===== config.mk =====
export PLATFORM = sky130hd
export DESIGN_NAME = exc_ctrl
export DESIGN_NICKNAME = d
export VERILOG_FILES = /design/src/rtl/exc_ctrl.sv
export SDC_FILE = /design/constraint.sdc
export NUM_CORES = 1
export LEC_CHECK = 0
export BUFFER_PORTS_ARGS = -buffer_cell sky130_fd_sc_hd__buf_2
export CORE_MARGIN = 3
export CORE_UTILIZATION = 35
export CTS_BUF_LIST = sky130_fd_sc_hd__clkbuf_4
export DETAILED_ROUTE_END_ITERATION = 10
export SYNTH_ARGS = -nofsm -noshare
export SYNTH_HDL_FRONTEND = slang
export SYNTH_SLANG_ARGS = --single-unit

===== constraint.sdc =====
create_clock -name clk -period 1.9 [get_ports clk]
set_input_delay 0.38 -clock clk [delete_from_list [all_inputs] [get_ports clk]]
set_output_delay 0.38 -clock clk [all_outputs]
set_load 0.01 [all_outputs]

===== src/rtl/exc_ctrl.sv =====
// rtl/exc_ctrl.sv - exception/interrupt controller: edge-latched IRQs, fixed-priority entry, ELR capture
module exc_ctrl #(
    parameter int NIRQ = 4,
    parameter int N    = 64
) (
    input  logic            clk,
    input  logic            reset,
    input  logic [N-1:0]    PC,
    input  logic            NotAnInstr,
    input  logic [NIRQ-1:0] ExtIRQ,
    input  logic [NIRQ-1:0] IrqMask,
    input  logic            ExcAck,
    input  logic            ERet,
    output logic            Exc,
    output logic [3:0]      EStatus,
    output logic [NIRQ-1:0] ExtIAck,
    output logic [N-1:0]    ELR,
    output logic            InHandler,
    output logic            DblFault
);

    typedef enum logic [1:0] {
        IDLE    = 2'd0,
        REQ     = 2'd1,
        HANDLER = 2'd2
    } state_t;

    state_t          state_q, state_d;
    logic [NIRQ-1:0] irq_q;
    logic            armed_q;
    logic [NIRQ-1:0] pending_q;
    logic [3:0]      cause_q;
    logic [N-1:0]    elr_q;
    logic            dbl_q;
    logic [NIRQ-1:0] ack_q;

    logic [NIRQ-1:0] irq_set;
    logic [NIRQ-1:0] eligible;
    logic [NIRQ-1:0] ack_vec;
    logic [2:0]      sel;
    logic            take;
    logic [3:0]      new_cause;
    logic            do_ack;

    // armed_q suppresses edge detection for the first cycle after reset, so a
    // level held through reset is taken as the baseline rather than a new edge.
    assign irq_set  = ExtIRQ & ~irq_q & ~IrqMask & {NIRQ{armed_q}};
    assign eligible = pending_q & ~IrqMask;

    always_comb begin
        sel = 3'd0;
        for (int i = NIRQ - 1; i >= 0; i--) begin
            if (eligible[i]) sel = 3'(i);
        end
    end

    always_comb begin
        ack_vec = '0;
        for (int i = 0; i < NIRQ; i++) begin
            ack_vec[i] = cause_q[3] && (cause_q[2:0] == 3'(i));
        end
    end

    assign take      = NotAnInstr || (|eligible);
    assign new_cause = NotAnInstr ? 4'h2 : {1'b1, sel};
    assign do_ack    = (state_q == REQ) && ExcAck;

    always_comb begin
        state_d = state_q;
        case (state_q)
            IDLE:    if (take) state_d = REQ;
            REQ:     if (ExcAck) state_d = HANDLER;
            HANDLER: if (ERet) state_d = IDLE;
            default: state_d = IDLE;
        endcase
    end

    always_ff @(posedge clk) begin
        if (reset) begin
            state_q <= IDLE;
        end else begin
            state_q <= state_d;
        end
    end

    always_ff @(posedge clk) begin
        if (reset) begin
            irq_q     <= '0;
            armed_q   <= 1'b0;
            pending_q <= '0;
            cause_q   <= 4'h0;
            elr_q     <= '0;
            dbl_q     <= 1'b0;
            ack_q     <= '0;
        end else begin
            irq_q   <= ExtIRQ;
            armed_q <= 1'b1;
            // A new edge in the acknowledge cycle wins over the clear.
            pending_q <= (pending_q & ~(do_ack ? ack_vec : '0)) | irq_set;
            ack_q     <= do_ack ? ack_vec : '0;
            if (state_q == IDLE && take) begin
                cause_q <= new_cause;
                elr_q   <= PC;
            end
            if (state_q == HANDLER && ERet) cause_q <= 4'h0;
            if (state_q == HANDLER && NotAnInstr) dbl_q <= 1'b1;
        end
    end

    assign Exc       = (state_q == REQ);
    assign InHandler = (state_q == HANDLER);
    assign EStatus   = cause_q;
    assign ELR       = elr_q;
    assign ExtIAck   = ack_q;
    assign DblFault  = dbl_q;

endmodule


# --- Word level (Yosys, flattened, before mapping) ---
# Index checks and enable logic that the tools add are counted.
op_classes:
  n_reduce_logical: 14
  bitwise: 9
  eq_ne: 8
  muxes: 11
ops:
  columns: ["op", "n"]
  rows:
  - ["$and 4x4->4", 5]
  - ["$not 4->4", 3]
  - ["$mux 3", 3]
  - ["$logic_and 1x1->1", 8]
  - ["$mux 2", 4]
  - ["$mux 4", 2]
  - ["$eq 3x2->1 const B", 2]
  - ["$ne 2x2->1 const B", 3]
  - ["$pmux 2 s3", 1]
  - ["$or 4x4->4", 1]
  - ["$reduce_or 4->1", 1]
  - ["$eq 3x1->1 const B", 1]
  - ["$logic_not 3->1", 1]
  - ["$reduce_and 3->1", 1]
  - ["$eq 2x1->1 const B", 1]
  - ["$eq 2x2->1 const B", 1]
  - ["$logic_not 2->1", 1]
  - ["$reduce_or 2->1", 1]
  - ["$logic_or 1x1->1", 1]
  - ["$mux 1", 1]
totals:
  inputBits: 77
  reg_bits: 84
  output_inout_bits: 75

# --- Depth between registers and ports, before layout ---
# Gate-level depths: netlist (run 1).
logic_depth:
  depth_word: 7
  depth_mapped: 7
  ltp_nobuf: 4

# --- Worst setup path after synthesis (run 1) ---
# Ideal clock, no wire load.
synth_timing:
  path_kind: "input port to flip-flop"
  start: "in IrqMask[3]"
  end: "reg elr_q[42] (netlist: ELR[42])"
  required_ps: 1756
  path_slack_ps: 468
  arrival_ps: 1288
  setup_time_ps: 144
  stages: 4
  n_path_buf: 1
  cell_sequence: "nand2b_1 -> nand4_2 -> clkbuf_1 -> o221ai_2"
synth_between:
  elab_chain_cells: 5
synth_rtl:
  columns: ["item", "line", "source"]
  rows:
  - ["from (decl)", "11", "input logic [NIRQ-1:0] IrqMask,"]
  - ["$not 4->4", "48", "assign eligible = pending_q & ~IrqMask;"]
  - ["$and 4x4->4", "48", null]
  - ["$reduce_or 4->1", "64", "assign take = NotAnInstr || (|eligible);"]
  - ["$logic_or 1x1->1", "64", null]
  - ["$logic_and 1x1->1", "101", "if (state_q == IDLE && take) begin"]
  - ["to (signal assigned)", "92", "elr_q <= '0;"]
  - ["to (signal assigned)", "103", "elr_q <= PC;"]
  - ["to (decl)", "33", "logic [N-1:0] elr_q;"]
# Every way passes these cells.
# A chain may end at the register's enable or synchronous reset.

# --- Worst setup path in the final report (run 1) ---
layout_timing:
  start: "reg state_q[1]"
  end: "out InHandler"
layout_between:
  elab_chain_cells: 1
layout_rtl:
  columns: ["item", "line", "source"]
  rows:
  - ["from (decl)", "28", "state_t state_q, state_d;"]
  - ["from (signal assigned)", "82", "state_q <= state_d;"]
  - ["$eq 2x2->1", "111", "assign InHandler = (state_q == HANDLER);"]
  - ["to (decl)", "18", "output logic InHandler,"]
# Every way passes these cells.

==> results of run 1 <==
## cell usage after synthesis (2+ instances only)
library cell / n
dfxtp_1: 83
nand2_1: 69
nand3_1: 68
and3_1: 64
a21oi_2: 60
o221ai_2: 60
clkbuf_1: 29
buf_2: 16
nor2_1: 11
a21oi_1: 9
buf_12: 7
nand2b_1: 6
nor2b_1: 6
buf_4: 4
o221ai_1: 4
buf_6: 3
o21ai_0: 3
or4bb_1: 3
a22oi_1: 2
inv_1: 2
nand4_1: 2
o211ai_1: 2
## sequential cells by signal (all words and copies together) (netlist names)
name / cells
pending_q: 4
ELR: 64
EStatus: 3
armed_q: 1
irq_q: 4
DblFault: 1
ExtIAck: 4
state_q: 2
## how the worst min path moves through the flow
stage | endpoint | slack (ns) | cells after the start
floorplan | pending_q[2]$_SDFF_PP0_ | 0.44 | 2
global placement | pending_q[0]$_SDFF_PP0_ | 0.46 | 2
detailed placement | pending_q[0]$_SDFF_PP0_ | 0.47 | 2
CTS | irq_q[1]$_SDFF_PP0_ | 0.11 | 2
global route | irq_q[1]$_SDFF_PP0_ | 0.12 | 2
finish | irq_q[0]$_SDFF_PP0_ | 0.15 | 2
## cells by family after synthesis
logic type / count (synthesis)
AND/OR/NAND/NOR: 237
AO/OA/AOI/OAI: 145
flip-flops: 83
buffers and inverters: 61
other: 1
## stage by stage
stage | worst slack, ns | hold WS [ns]
2_1_floorplan | 0.4679 | 0.4449
3_3_place_gp | 0.2200 | 0.4592
3_5_place_dp | 0.1524 | 0.4692
4_1_cts | 0.02725 | 0.1050
5_1_grt | 0.03117 | 0.1233
6_report | 0.1592 | 0.1531
## power by group through the flow
stage / combinational [W] / sequential [W] / clock, W
floorplan: 0.000923 / 0.00220 / 0
global placement: 0.00138 / 0.00213 / 0
detailed placement: 0.00142 / 0.00214 / 0
CTS: 0.00143 / 0.00211 / 0.00122
global route: 0.00154 / 0.00213 / 0.00130
finish: 0.00141 / 0.00211 / 0.00118
## layer usage
metal | part of all wire [%] | global-route usage, % | up-vias
met5 | 0 | 0 | -
met4 | 1.2 | 5.416 | 0
met3 | 6.8 | 5.789 | 14
met2 | 48 | 31.77 | 135
met1 | 44 | 22.37 | 2302
li1 | - | - | 2218
## cell type report
type	count	area (um^2)	share of cell area [%]
Multi-Input combinational cell	383	2856	48.46
Sequential cell	83	1662	28.19
Timing Repair Buffer	168	988.4	16.77
Tap cell	176	220.2	3.736
Clock inverter	7	92.59	1.571
Clock buffer	9	67.56	1.146
Inverter	2	7.507	0.1274
## timing repair
| action | CTS | global route |
|---|---|---|
| endpoints found under the setup margin | 0 | 1 |
| resized for setup | 0 | 1 |
| buffers inserted | 0 | 0 |
==> flow_summary.json, run 1 <==
{
  "outcome": "finished clean",
  "antenna_cells": 0,
  "min_from": "ExtIRQ[0]",
  "die_h_um": 124.4,
  "synth_cell_types": 36,
  "grt_pass1_wl_um": 24200,
  "cp_data_required_time_ns": 1.52,
  "cts.sinks": 83,
  "power.internal_w": 0.003040,
  "cts_tree": "yes",
  "synth-simple-area-share_pct": 25.32,
  "syn_inst": 527,
  "final_cell_mix": "buf_2 (149), dfxtp_1 (83), nand2_1 (69)",
  "die_area_um2": 15460,
  "p_seq_share_pct": 44.9,
  "grt_pass1_vias": 4836,
  "htree_num_levels": 3,
  "cts_made_buffers": 9,
  "crit_type": "flip-flop to output pin",
  "io_buffers": 150,
  "synthMuxAreaShare_pct": 0,
  "cts_hold_buf": 0,
  "yosysWarningCount": 0,
  "crit-reg2reg-launch": "state_q[0]$_SDFFE_PP0P_",
  "critPathBufInv": 2,
  "crit_family": "flip-flops",
  "path_max_fanout": 8,
  "drc_errors": 0,
  "start_util_pct": 36.44,
  "core-area_um2": 13450,
  "synth_top_family_by_area": "compound AO/OA/AOI/OAI gates",
  "synthAdderAreaFrac_pct": 0,
  "avgSynthCellArea_um2": 9.302,
  "tns_ns": 0,
  "final_common_cell": "buf_2",
  "synth_edf_count": 0,
  "clkTransAtPathRegs_ns": 0.14,
  "fmax_mhz": 574.4,
  "worstMarginPinSlew_ns": 0.5575,
  "ys.flop_type": "dfxtp_1",
  "critPathCapture": "InHandler",
  "drt-pass1-iter-count": 4,
  "gr-total-overflow": 0,
  "syn2layout_area_growth_pct": 20.24,
  "regToRegEndpoint": "ELR[61]$_SDFFE_PP0P_",
  "yosysSeqAreaShare_pct": 33.89,
  "detail_route.wl_per_cell_um": 17.57,
  "post-route-min-period_ns": 1.741,
  "ys_ff_latch": 83,
  "worstSetupEndpointType": "output pin",
  "max_stage_delay_ns": 0.36,
  "synth_xor_area_share_pct": 0,
  "synth-compound-area-share_pct": 32.54,
  "antenna_found_initial": 0,
  "postPlaceCellArea_um2": 5732,
  "post-route-period-util_pct": 91.62,
  "ys_top_cells_by_area": "dfxtp_1 (34%), o221ai_2 (18%), a21oi_2 (11%), and3_1 (8.2%), nand3_1 (6.9%)",
  "grt_usage_pct": 18.57,
  "power.switching_w": 0.001657,
  "combPwrFrac_pct": 30.1,
  "clk_path_buf_depth": 2,
  "hold_viol": 0,
  "fin_area_um2": 5894,
  "cts_root_buf": "clkbuf_4",
  "synth_area_leader_cell": "dfxtp_1",
  "pwr-share-clk_pct": 25.0,
  "clk_latency_ns": 0.45,
  "place_congestion": 0.7444,
  "min_path_type": "input port to flip-flop",
  "post-route-util_pct": 43.82,
  "setup_viol": 0,
  "via_per_inst": 5.639,
  "power_density_nw_per_um2": 797.0,
  "ff2ff_path_depth": 5,
  "path_cells": "buf_4 -> nor2b_2 -> buf_2",
  "io_pins": 152,
  "drtIter0Drc": 319,
  "finClkSkew_ns": 0.01302,
  "slew_viol_final": 0,
  "grt_max_degree": 67,
  "power.total_w": 0.004698,
  "post-place-cells": 812,
  "slew_headroom_pct": 62.83,
  "num_vias": 4669,
  "startpoint": "state_q[1]$_SDFFE_PP0P_",
  "drv_cap": 0,
  "hpwlAfterDp_um": 9672,
  "stdcell_count": 828,
  "rsz0062_at_grt": "no",
  "synth_area_um2": 4902,
  "crit_slowest_cell": "dfxtp_1",
  "nNetsFinal": 724,
  "ys_async_sr_fraction_pct": 0,
  "drive_gt1_share_pct": 47.39,
  "nFillCells": 1368,
  "rows": 42,
  "sw_frac_of_total_pct": 35.28,
  "cp_num_cells": 3,
  "die_x_um": 124.4,
  "critPathLaunchType": "flip-flop",
  "routed_wl_um": 14550,
  "yosysTopAreaCellShare_pct": 33.89,
  "reg2reg_slack_ns": 0.24,
  "ant_nets": 0,
  "crit_arrival_ns": 1.36,
  "syn_nets": 604,
  "p_leak_nw": 2.448,
  "vdd_drop_max_v": 0.0002890
}
No activity file was read; power rests on OpenSTA's default activity.
==> run 2: changes to the inputs <==
CORE_UTILIZATION = 53   (was 35)
PLACE_DENSITY = 0.82   (was default)
RECOVER_POWER = 100   (was default)
==> flow_summary.json, run 2 (synthesis results as in run 1) <==
{
  "cts_made_buffers": 9,
  "crit_arrival_ns": 1.39,
  "via_per_inst": 6.121,
  "antenna_cells": 0,
  "busiest_layer": "met2",
  "post-route-util_pct": 61.51,
  "fmax_mhz": 565.3,
  "power_density_nw_per_um2": 835.2,
  "critPathLaunchType": "flip-flop",
  "reg2reg_slack_ns": 0.16,
  "critPathCapture": "InHandler",
  "rows": 34,
  "tns_ns": 0,
  "final_cell_mix": "dfxtp_1 (83), buf_2 (76), clkbuf_1 (74)",
  "drive_gt1_share_pct": 30.15,
  "detail_route.wl_per_cell_um": 17.56,
  "cts_hold_buf": 0,
  "die_area_um2": 10440,
  "die_x_um": 102.2,
  "drtIter0Drc": 199,
  "gr-usage-met1_pct": 31.47,
  "crit-reg2reg-launch": "state_q[1]$_SDFFE_PP0P_",
  "core-area_um2": 8848,
  "regToRegEndpoint": "ELR[6]$_SDFFE_PP0P_",
  "antenna_found_initial": 0,
  "min_path_type": "input port to flip-flop",
  "cp_data_required_time_ns": 1.52,
  "post-place-cells": 742,
  "stdcell_count": 758,
  "io_buffers": 150,
  "syn2layout_area_growth_pct": 11.03,
  "path_max_fanout": 8,
  "use_met3_pct": 4.642,
  "cts_tree": "yes",
  "crit_type": "flip-flop to output pin",
  "post_cts.repair.setup_buffers": 0,
  "ff2ff_path_depth": 4,
  "hold_viol": 0,
  "slew_headroom_pct": 30.99,
  "grt_pass1_wl_um": 21590,
  "outcome": "finished clean",
  "cts_root_buf": "clkbuf_4",
  "use_met2_pct": 44.18,
  "post_cts_resized": 0,
  "p_leak_nw": 2.104,
  "rsz0062_at_grt": "no",
  "routed_wl_um": 13310,
  "cts.sinks": 83,
  "die_h_um": 102.2,
  "htree_num_levels": 3,
  "grt_max_degree": 65,
  "drv_cap": 0,
  "num_vias": 4640,
  "largest_reg_flops": 64,
  "hpwlAfterDp_um": 8785,
  "final_common_cell": "dfxtp_1",
  "post-route-min-period_ns": 1.769,
  "start_util_pct": 55.40,
  "drt-pass1-iter-count": 4,
  "drc_errors": 0,
  "clk_path_buf_depth": 2,
  "clk_latency_ns": 0.43,
  "slew_viol_final": 0,
  "startpoint": "state_q[1]$_SDFFE_PP0P_",
  "io_pins": 152,
  "vdd_drop_max_v": 0.0003842,
  "clkTransAtPathRegs_ns": 0.15,
  "ant_nets": 0,
  "finClkSkew_ns": 0.01899,
  "place_congestion": 0.7881,
  "worstMarginPinSlew_ns": 1.035,
  "worstSetupEndpointType": "output pin",
  "hold_ws_ns": 0.1635,
  "grt_pass1_vias": 4673,
  "grt_usage_pct": 25.55,
  "whs_path_depth": 3,
  "post-route-period-util_pct": 93.11,
  "nNetsFinal": 722,
  "setup_viol": 0,
  "gr-total-overflow": 0
}
[run 2: final cells by class]
cell class / count / area, um^2
fill: 863 / 3406
multi-input combinational: 383 / 2623
clock inverter: 6 / 90.09
inverter: 2 / 7.507
sequential: 83 / 1662
timing repair buffer: 166 / 850.8
clock buffer: 10 / 75.07
tap: 108 / 135.1
[run 2: power breakdown]
part,internal [W],switching [W],total (W)
Sequential,0.00193,0.000175,0.00210
Combinational,0.000478,0.000766,0.00124
Clock,0.000551,0.000646,0.00120
Total,0.00296,0.00159,0.00455
[run 2: per-layer routing]
metal  vias to the layer above  part of all wire (%)
met5                         -                     0
met4                         0                   1.9
met3                        20                   5.5
met2                       137                    50
met1                      2278                    42
li1                       2205                     -
[run 2: metrics by stage]
stage               setup slack [ns]  total power [W]  instance area [um^2]
floorplan                     0.4679         0.003122                  4902
global placement              0.2761         0.003470                  5619
detailed placement            0.2126         0.003527                  5619
CTS                          0.07380         0.004711                  5784
global route                 0.02910         0.004782                  5443
finish                        0.1310         0.004546                  5443
[run 2: worst min path at each step]
stage	startpoint	slack, ns	end
final	PC[52]	0.16	ELR[52]$_SDFFE_PP0P_
after global routing	PC[52]	0.15	ELR[52]$_SDFFE_PP0P_
after CTS	ExtIRQ[0]	0.14	irq_q[0]$_SDFF_PP0_
after detailed placement	DblFault$_SDFFE_PP0P_	0.46	DblFault$_SDFFE_PP0P_
after global placement	DblFault$_SDFFE_PP0P_	0.45	DblFault$_SDFFE_PP0P_
after floorplan	armed_q$_DFF_P_	0.44	pending_q[2]$_SDFF_PP0_
[run 2: worst max-delay path: stages, from the launching register on]
cell and delay (ns):
dfxtp_1 0.36, buf_4 0.14, nor2b_1 0.27, buf_2 0.19
==> run 3: changes to the inputs <==
CORE_MARGIN = default   (was 3)
==> flow_summary.json, run 3 (synthesis results as in run 1) <==
{
  "outcome": "finished, violations left",
  "violations": "DRC",
  "place_congestion": 0.7775,
  "critPathLaunchType": "flip-flop",
  "cp_data_required_time_ns": 2.22,
  "post-route-min-period_ns": 1.739,
  "via_per_inst": 6.104,
  "die_area_um2": 9638,
  "path_cells": "or2_2 -> buf_12 -> a21oi_2 -> o221ai_1",
  "crit_slowest_cell": "dfxtp_1",
  "nNetsFinal": 726,
  "post_cts_resized": 0,
  "drive_gt1_share_pct": 31.19,
  "io_pins": 152,
  "p_leak_nw": 2.133,
  "final_common_cell": "dfxtp_1",
  "grt_usage_pct": 27.00,
  "layout_setup_ws_ns": 0.1611,
  "grt_max_degree": 59,
  "cts_root_buf": "clkbuf_4",
  "path_max_fanout": 27,
  "cts.sinks": 83,
  "syn2layout_area_growth_pct": 12.79,
  "die_x_um": 98.18,
  "ant_nets": 0,
  "cts_tree": "yes",
  "post-route-period-util_pct": 91.52,
  "post-place-ws_ns": 0.3774,
  "antenna_cells": 0,
  "cts_made_buffers": 9,
  "stdcell_count": 762,
  "fmax_mhz": 575.1,
  "die_h_um": 98.18,
  "drc_errors": 9,
  "worstSetupEndpointType": "flip-flop",
  "final_cell_mix": "dfxtp_1 (82), buf_2 (75), clkbuf_1 (75)",
  "rows": 34,
  "crit_arrival_ns": 2.06,
  "power_density_nw_per_um2": 822.5,
  "slew_headroom_pct": 38.48,
  "post-place-cells": 746,
  "worstMarginPinSlew_ns": 0.9227,
  "max_stage_delay_ns": 0.54,
  "hold_viol": 0,
  "cts_hold_buf": 0,
  "nFillCells": 837,
  "gr-total-overflow": 0,
  "clk_latency_ns": 0.41,
  "finClkSkew_ns": 0.01492,
  "start_util_pct": 55.40,
  "antenna_found_initial": 0,
  "grt_pass1_wl_um": 21470,
  "post_cts.repair.setup_buffers": 0,
  "num_vias": 4651,
  "vdd_drop_max_v": 0.0004077,
  "crit_type": "flip-flop to flip-flop",
  "hpwlAfterDp_um": 8523,
  "drt-pass1-iter-count": 8,
  "drv_cap": 0,
  "setup_viol": 0,
  "crit_family": "flip-flops",
  "tns_ns": 0,
  "routed_wl_um": 12890,
  "htree_num_levels": 3,
  "drtIter0Drc": 212,
  "clk_path_buf_depth": 2,
  "min_path_type": "input port to flip-flop",
  "grt_pass1_vias": 4595,
  "detail_route.wl_per_cell_um": 16.92,
  "core-area_um2": 8848,
  "clkTransAtPathRegs_ns": 0.14,
  "slew_viol_final": 0,
  "critPathBufInv": 1,
  "rsz0062_at_grt": "no",
  "largest_reg_flops": 64,
  "io_buffers": 150
}
-- run 3: final cells by class --
type	count	area, um^2	share of cell area, %
well taps	108	135.1	2.444
inverters	2	7.507	0.1358
clock inverters	6	80.08	1.448
clock buffers	10	75.07	1.358
multi-input cells	383	2659	48.09
repair buffers	170	909.6	16.45
flip-flops and latches	83	1663	30.07
-- run 3: metal layers --
metal,part of all wire (%),routed length [um],vias up,GRT usage [%]
met1,42,5404,2252,33.60
met4,2.1,277,0,11.25
met3,6.1,788,24,4.223
met2,50,6421,167,46.48
li1,-,-,2208,-
met5,0,0,-,0
-- run 3: report_power, final --
group / switching (W) / internal (W) / leakage (nW) / total [W]
Sequential: 0.000180 / 0.00193 / 0.684 / 0.00211
Combinational: 0.000774 / 0.000514 / 1.37 / 0.00129
Clock: 0.000611 / 0.000539 / 0.0815 / 0.00115
-- run 3: worst paths after layout --
kind	start	to	slack (ns)	cells after the start
max	state_q[0]$_SDFFE_PP0P_	ELR[31]$_SDFFE_PP0P_	0.16	4
min	ExtIRQ[1]	irq_q[1]$_SDFF_PP0_	0.18	2
max reg2reg	state_q[0]$_SDFFE_PP0P_	ELR[31]$_SDFFE_PP0P_	0.16	4
min reg2reg	pending_q[0]$_SDFF_PP0_	pending_q[0]$_SDFF_PP0_	0.48	2
-- run 3: through the flow --
step                hold WS, ns  cell area, um^2  util [%]  total power (W)
floorplan                0.4449             4902         -         0.003122
global placement         0.4565             5699     64.41         0.003505
detailed placement       0.4615             5699     64.41         0.003566
CTS                      0.1545             5854     66.16         0.004711
global route             0.1706             5529     62.49         0.004770
finish                   0.1767             5529     62.49         0.004548
